## src/rtl/instr_fetch_if.sv

```systemverilog
// Fetch-side bus bundle: ROM read port plus the valid/ready instruction stream to decode.
// The master modport is the fetch unit; slave is the ROM/decode/branch-unit side.
interface instr_fetch_if #(
  parameter int unsigned ADDRESS_WIDTH = 14,
  parameter int unsigned DATA_WIDTH    = 32
);
  logic [ADDRESS_WIDTH-3:0] rom_addr;
  logic [DATA_WIDTH-1:0]    rom_q;
  logic                     redirect_valid;
  logic [ADDRESS_WIDTH-1:0] redirect_pc;
  logic                     out_valid;
  logic                     out_ready;
  logic [DATA_WIDTH-1:0]    out_instr;
  logic [ADDRESS_WIDTH-1:0] out_pc;

  modport master (
    output rom_addr, out_valid, out_instr, out_pc,
    input  rom_q, redirect_valid, redirect_pc, out_ready
  );

  modport slave (
    input  rom_addr, out_valid, out_instr, out_pc,
    output rom_q, redirect_valid, redirect_pc, out_ready
  );
endinterface

```

## src/rtl/instr_fetch.sv

```systemverilog
// Instruction-fetch initiator: owns the fetch pc, reads a 1-cycle-latency ROM every cycle,
// and streams {pc, instr} to decode through a 2-entry skid FIFO with redirect/flush.
module instr_fetch #(
  parameter int unsigned              DEPTH         = 16384,
  parameter int unsigned              ADDRESS_WIDTH = $clog2(DEPTH),
  parameter int unsigned              DATA_WIDTH    = 32,
  parameter logic [ADDRESS_WIDTH-1:0] RESET_PC      = '0
) (
  input  logic          clk,
  input  logic          rst_n,
  instr_fetch_if.master bus
);

  localparam int unsigned AW = ADDRESS_WIDTH;
  localparam int unsigned DW = DATA_WIDTH;
  localparam logic [AW-1:0] PC_ALIGN_MASK = ~AW'(3);
  localparam logic [AW-1:0] PC_STEP       = AW'(4);

  typedef struct packed {
    logic [AW-1:0] pc;
    logic [DW-1:0] instr;
  } fetch_entry_t;

  // fetch pointer and the single outstanding ROM read
  logic [AW-1:0] pc;
  logic          inflight;
  logic [AW-1:0] inflight_pc;

  // shift-style FIFO: head is always slot 0 so outputs come straight from flops
  fetch_entry_t head;
  fetch_entry_t tail;
  logic         head_vld;
  logic         tail_vld;

  fetch_entry_t head_nxt;
  fetch_entry_t tail_nxt;
  logic         head_vld_nxt;
  logic         tail_vld_nxt;
  fetch_entry_t captured;
  logic         pop;
  logic         push;
  logic         issue;
  logic         overflow;
  logic [1:0]   count;
  logic [2:0]   occupancy;

  assign pop       = head_vld & bus.out_ready;
  assign push      = inflight;
  assign count     = {1'b0, head_vld} + {1'b0, tail_vld};
  assign occupancy = 3'(count) + 3'(inflight) - 3'(pop);
  assign issue     = (occupancy < 3'd2);
  assign captured  = '{pc: inflight_pc, instr: bus.rom_q};

  // FIFO next-state: retire the head first, then land the returning word in the first free slot
  always_comb begin
    head_nxt     = head;
    tail_nxt     = tail;
    head_vld_nxt = head_vld;
    tail_vld_nxt = tail_vld;
    overflow     = 1'b0;
    if (pop) begin
      head_nxt     = tail;
      head_vld_nxt = tail_vld;
      tail_vld_nxt = 1'b0;
    end
    if (push) begin
      if (!head_vld_nxt) begin
        head_nxt     = captured;
        head_vld_nxt = 1'b1;
      end else if (!tail_vld_nxt) begin
        tail_nxt     = captured;
        tail_vld_nxt = 1'b1;
      end else begin
        overflow = 1'b1;
      end
    end
  end

  // reset beats redirect, redirect beats issue/capture
  always_ff @(posedge clk) begin
    if (!rst_n) begin
      pc          <= RESET_PC & PC_ALIGN_MASK;
      inflight    <= 1'b0;
      inflight_pc <= '0;
      head        <= '0;
      tail        <= '0;
      head_vld    <= 1'b0;
      tail_vld    <= 1'b0;
    end else if (bus.redirect_valid) begin
      pc       <= bus.redirect_pc & PC_ALIGN_MASK;
      inflight <= 1'b0;
      head_vld <= 1'b0;
      tail_vld <= 1'b0;
    end else begin
      inflight <= issue;
      if (issue) begin
        inflight_pc <= pc;
        pc          <= pc + PC_STEP;
      end
      head     <= head_nxt;
      tail     <= tail_nxt;
      head_vld <= head_vld_nxt;
      tail_vld <= tail_vld_nxt;
    end
  end

  // the issue rule keeps buffered + in-flight words at most 2, so a push never finds both slots busy
  a_no_overflow : assert property (@(posedge clk) disable iff (!rst_n)
    !(overflow && !bus.redirect_valid));

  assign bus.rom_addr  = pc[AW-1:2];
  assign bus.out_valid = head_vld;
  assign bus.out_instr = head.instr;
  assign bus.out_pc    = head.pc;

endmodule

```

## src/flat_wrapper.sv

```systemverilog
// flat-port wrapper written by rule: the top's interface ports become plain ports
module instr_fetch_flat 
#(
  parameter int unsigned              DEPTH         = 16384,
  parameter int unsigned              ADDRESS_WIDTH = $clog2(DEPTH),
  parameter int unsigned              DATA_WIDTH    = 32,
  parameter logic [ADDRESS_WIDTH-1:0] RESET_PC      = '0
)
  (clk, rst_n, bus_rom_addr, bus_out_valid, bus_out_instr, bus_out_pc, bus_rom_q, bus_redirect_valid, bus_redirect_pc, bus_out_ready);
  instr_fetch_if #(.ADDRESS_WIDTH(ADDRESS_WIDTH), .DATA_WIDTH(DATA_WIDTH)) bus_i ();
  input  logic clk;
  input  logic rst_n;
  output wire logic [$bits(bus_i.rom_addr)-1:0] bus_rom_addr;
  output wire logic [$bits(bus_i.out_valid)-1:0] bus_out_valid;
  output wire logic [$bits(bus_i.out_instr)-1:0] bus_out_instr;
  output wire logic [$bits(bus_i.out_pc)-1:0] bus_out_pc;
  input wire logic [$bits(bus_i.rom_q)-1:0] bus_rom_q;
  input wire logic [$bits(bus_i.redirect_valid)-1:0] bus_redirect_valid;
  input wire logic [$bits(bus_i.redirect_pc)-1:0] bus_redirect_pc;
  input wire logic [$bits(bus_i.out_ready)-1:0] bus_out_ready;
  assign bus_rom_addr = bus_i.rom_addr;
  assign bus_out_valid = bus_i.out_valid;
  assign bus_out_instr = bus_i.out_instr;
  assign bus_out_pc = bus_i.out_pc;
  assign bus_i.rom_q = bus_rom_q;
  assign bus_i.redirect_valid = bus_redirect_valid;
  assign bus_i.redirect_pc = bus_redirect_pc;
  assign bus_i.out_ready = bus_out_ready;
  instr_fetch #(.DEPTH(DEPTH), .ADDRESS_WIDTH(ADDRESS_WIDTH), .DATA_WIDTH(DATA_WIDTH), .RESET_PC(RESET_PC)) u_core (.clk(clk), .rst_n(rst_n), .bus(bus_i));
endmodule
```

## config.mk

```make
export PLATFORM = sky130hd
export DESIGN_NAME = instr_fetch_flat
export DESIGN_NICKNAME = d
export VERILOG_FILES = /design/src/rtl/instr_fetch_if.sv /design/src/rtl/instr_fetch.sv /design/src/flat_wrapper.sv
export SDC_FILE = /design/constraint.sdc
export NUM_CORES = 1
export LEC_CHECK = 0
export ABC_AREA = 1
export CORE_MARGIN = 2
export CORE_UTILIZATION = 55
export CTS_BUF_LIST = sky130_fd_sc_hd__clkbuf_8
export CTS_CLUSTER_DIAMETER = 200
export DETAILED_ROUTE_END_ITERATION = 8
export GPL_TIMING_DRIVEN = 0
export MAX_ROUTING_LAYER = met4
export PLACE_DENSITY = 0.85
export SYNTH_ARGS = -nofsm -noshare
export SYNTH_HDL_FRONTEND = slang
export SYNTH_SLANG_ARGS = --single-unit
```

## constraint.sdc

```tcl
create_clock -name clk -period 5.3 [get_ports clk]
set_input_delay 1.325 -clock clk [delete_from_list [all_inputs] [get_ports clk]]
set_output_delay 1.325 -clock clk [all_outputs]
set_load 0.03 [all_outputs]
```

# == Word level (Yosys, flattened, before mapping) ==
# Index checks and enable logic that the tools add are counted.
# word_totals
mem_count,0
rom_bits,0
register_bits,123
input_bits,50
latch_bits,0
mem_bits_rw,0
# op_classes
eq_ne,0
n_div,0
mul,0
reduce_logical,4
mux,10
shift,0
n_lt_le_gt_ge,1
addsub,4
bitwise,4
# op_table
op,count
$mux 46,3
$mux 14,2
$add 14x3->14 const B,1
$mux 1,5
$reduce_and 4->1,1
$add 2x1->3,1
$lt 3x2->1 const B,1
$not 1->1,3
$sub 3x1->3,1
$add 1x1->2,1
$reduce_and 2->1,1
$reduce_bool 2->1,1
$reduce_or 2->1,1
$and 1x1->1,1

# == Logic depth before layout (Yosys ltp) ==
# logic_depth
ltp_word,6
mapped_depth,13
ltp_nobuf,13

# == Worst setup path after synthesis ==
# Ideal clock, no wire load.
# synth_path
path_kind,in2reg
from,input port bus_out_ready
to,register u_core.pc[10]
setup_slack_ps,2353
path_stages,13
path_buffers,1
arrival_time_ps,2877
path_cell_list,nand2_4 -> inv_2 -> ha_1 -> inv_1 -> ha_1 -> nand2_1 -> nand2_1 -> nand2_1 -> nand2_1 -> nor2_2 -> buf_4 -> nand3_1 -> a21oi_1
# synth_between
elab_chain_cells,4
# synth_rtl
item,line,source
start: declaration,flat_wrapper.sv:20,input wire logic [$bits(bus_i.out_ready)-1:0] bus_out_ready;
$and 1x1->1,instr_fetch.sv:47,assign pop = head_vld & bus.out_ready;
$sub 3x1->3,instr_fetch.sv:50,assign occupancy = 3'(count) + 3'(inflight) - 3'(pop);
$lt 3x2->1,instr_fetch.sv:51,assign issue = (occupancy < 3'd2);
$reduce_bool 2->1 (no source line),-,
end signal: assignment,instr_fetch.sv:82,pc <= RESET_PC & PC_ALIGN_MASK;
end signal: assignment,instr_fetch.sv:90,pc <= bus.redirect_pc & PC_ALIGN_MASK;
end signal: assignment,instr_fetch.sv:98,pc <= pc + PC_STEP;
end: declaration,instr_fetch.sv:25,logic [AW-1:0] pc;
# No other way between the ends.
# A chain may end at the register's enable or synchronous reset.

# == Final worst setup path ==
# layout_path
from,input port bus_out_ready
to,register u_core.pc[4]
# The elaborated chain is that of the path after synthesis.

==> out/metrics.csv <==
stage;metric;value;unit
synth;mapped cell area;0.00520;sq mm
synth;Post-synth EDFFs;0;
critical_path;crit start category;primary input;
critical_path;arrival time at the worst endpoint;3790;ps
critical_path;reg2reg start;u_core.bus.out_valid$_SDFF_PP0_;
global_route;vias in the first global route;5146;
floorplan;core area;0.00920;sq mm
routing;vias per std cell;5.56;
global_route;Total GRT Usage;31.7;%
clock_tree;Max clock buf depth;2;
routing;drt drc;0;
placement;global placer's final weighted congestion;0.903;
critical_path;CP Max Fanout;10;
floorplan;Starting Density;56.6;%
finish;Total Nets Final;918;
critical_path;Worst setup EP type;flop;
clock_tree;CTS tree;built;
clock_tree;post_cts resized;0;
routing;post-DR wirelength/cell;15.6;microns
clock_tree;CTS Sinks;117;
routing;Pre-antenna DRT Iters;5;
synth;Syn Inst Count;742;
placement;Post-DP HPWL;11.0;mm
finish;commonest non-fill, non-tap cell in the layout;nand2_1;
clock_tree;post-CTS setup buffers;0;
synth;Seq cells post-synth;117;
synth;Post-synth ARST share;0;%
min_path;HP Class;flop to flop;
pwr;total power draw;2170;uW
min_path;hold path depth;2;
pwr;cell area power density;318;mW/mm^2
finish;area delta synth->final;31.3;%
sta;Peak Freq;292;MHz
synth;post-synth cell types;26;
status;status;completed;
critical_path;R2R Setup Slk;2840;ps
pwr;leakage power;0.00265;uW
synth;syn nets;795;
run;max-cap viol count;0;
finish;Fill cells;730;
routing;post-route ant nets;0;
sta;clk_skew;10.8;ps
min_path;Hold EP;u_core.bus.out_pc[0]$_SDFFE_PN0N_;
floorplan;Die Span X;101;microns
critical_path;worst flop-to-flop path endpoint;u_core.pc[4]$_SDFFE_PN0P_;
placement;count of input and output buffers;104;
sta;unrepaired setup endpoints after global routing;no;
clock_tree;hold_buf cts;0;
global_route;initial antenna violation count;0;
sta;final worst-path cycle share;64.7;%
pwr;VDD IR max;0.000191;V
routing;drt first-iter violations;409;
finish;commonest cells after routing, fill and taps aside;197 x nand2_1, 117 x dfxtp_1, 107 x nand3_1;
routing;Via Count;5496;
global_route;first-pass GRT wire length;24.7;mm
global_route;GR Overflow Total;0;
synth;register area share after synthesis;45.0;%
finish;layout cells sized above 1;8.43;%
synth;synth warn;0;
clock_tree;total CTS buffers;17;
global_route;largest net degree at the start of global routing;17;
finish;n_diodes;0;
sta;final hold violation count;0;
critical_path;critical path class;primary input to flop;
sta;worst-margin pin slew;585;ps
synth;ys flop type;dfxtp_1;
floorplan;Die Height;101;microns
floorplan;number of placed I/O pins;109;
sta;# setup viols final;0;
floorplan;Cell Rows;35;
sta;Tmin final;3430;ps
sta;worst relative slew slack;61.0;%
floorplan;die area;0.0103;sq mm
clock_tree;CTS root buf;clkbuf_8;
clock_tree;worst skew pair latency;430;ps
critical_path;Reg2Reg Depth;12;
sta;Final Max Slew Viols;0;
synth;mean post-synth cell area;7.01;sq um
routing;Post-Route WL;15.4;mm
clock_tree;Clock Pin Slew Worst Setup and Hold Paths;80;ps
sta;Fin Setup TNS;0;ps
critical_path;Critical Path RT;5660;ps
min_path;HP Start;u_core.bus.out_pc[0]$_SDFFE_PN0N_;
clock_tree;H-tree depth;4;
==> area by class of cell <==
class                   instances  area [sq um]  share of cell area, %
well taps                     111           139                   2.03
clock inverters                14           200                   2.93
multi-input cells             551          2490                   36.5
plain buffers                  49           275                   4.03
repair buffers                104          1040                   15.2
flip-flops and latches        117          2340                   34.3
inverters                      25          93.8                   1.37
clock buffers                  18           248                   3.63
==> cell usage after synthesis, types with 2 or more instances <==
library cell | n | area (sq um)
nand2_1 | 197 | 739
buf_4 | 13 | 97.6
nand3_1 | 107 | 536
buf_2 | 7 | 35.0
clkbuf_1 | 16 | 60.1
nor2_4 | 2 | 22.5
inv_2 | 6 | 22.5
a21oi_1 | 66 | 330
ha_1 | 3 | 37.5
o21ai_0 | 63 | 315
buf_1 | 8 | 30.0
buf_6 | 4 | 45.0
inv_1 | 19 | 71.3
dfxtp_1 | 117 | 2340
nor2_1 | 100 | 375
nand2_4 | 4 | 45.0
==> sequential cells by signal, summed over array words and instances, names as in the netlist <==
name / count
u_core.tail: 44
u_core.bus.out_instr: 32
u_core.bus.out_pc: 14
u_core.inflight_pc: 12
u_core.pc: 12
u_core.bus.out_valid: 1
u_core.inflight: 1
u_core.tail_vld: 1
==> how the worst max path moves through the flow <==
stage                  startpoint                    endpoint  slack, ps  cells after the start
floorplan           bus_out_ready  u_core.pc[10]$_SDFFE_PN0P_       2350                     13
global placement    bus_out_ready   u_core.pc[4]$_SDFFE_PN0P_       1550                     14
detailed placement  bus_out_ready   u_core.pc[4]$_SDFFE_PN0P_       1450                     14
CTS                 bus_out_ready   u_core.pc[4]$_SDFFE_PN0P_       1900                     14
global route        bus_out_ready   u_core.pc[7]$_SDFFE_PN0P_       1690                     14
finish              bus_out_ready   u_core.pc[4]$_SDFFE_PN0P_       1870                     14
==> routing by layer <==
metal	share of wire [%]	up-vias	global-route usage, %
met3	8.1	31	7.45
met5	0	-	-
li1	-	2673	-
met2	49	286	53.4
met4	2.2	0	10.7
met1	41	2506	37.0
==> metrics by stage <==
step                hold WS (ps)  worst slack (ps)  cell area (sq um)  std cells  util (%)
finish                       434              1870               6830        989      74.3
global route                 456              1690               6830        989      74.3
CTS                          438              1900               6830        989      74.3
detailed placement           430              1450               6380        957      69.4
global placement             422              1550               6380        957      69.4
floorplan                    436              2350               5200        742         -
==> kinds of logic after synthesis <==
family | share of synthesized area [%]
AO/OA/AOI/OAI | 13.1
XOR/XNOR | 0.168
adder cells (fa/ha/maj) | 0.721
buffers and inverters | 7.09
flip-flops | 45.0
multiplexers | 0.192
AND/OR/NAND/NOR | 33.8
==> where the power goes <==
part | leakage (uW) | total (uW) | switching [uW] | internal (uW)
clock network | 0.000216 | 922 | 392 | 530
logic | 0.00148 | 311 | 185 | 126
registers | 0.000953 | 940 | 28.0 | 912
==> worst max-delay path, stage by stage <==
cell             delay, ps
clkdlybuf4s50_1        480
nand2_4                200
inv_2                   80
ha_1                   270
inv_1                   40
ha_1                   260
nand2_1                 80
nand2_1                 90
nand2_1                 50
nand2_1                220
nand2_1                300
inv_1                  170
nand2_1                 70
a21oi_1                150
Power figures use the tool's default switching activity.
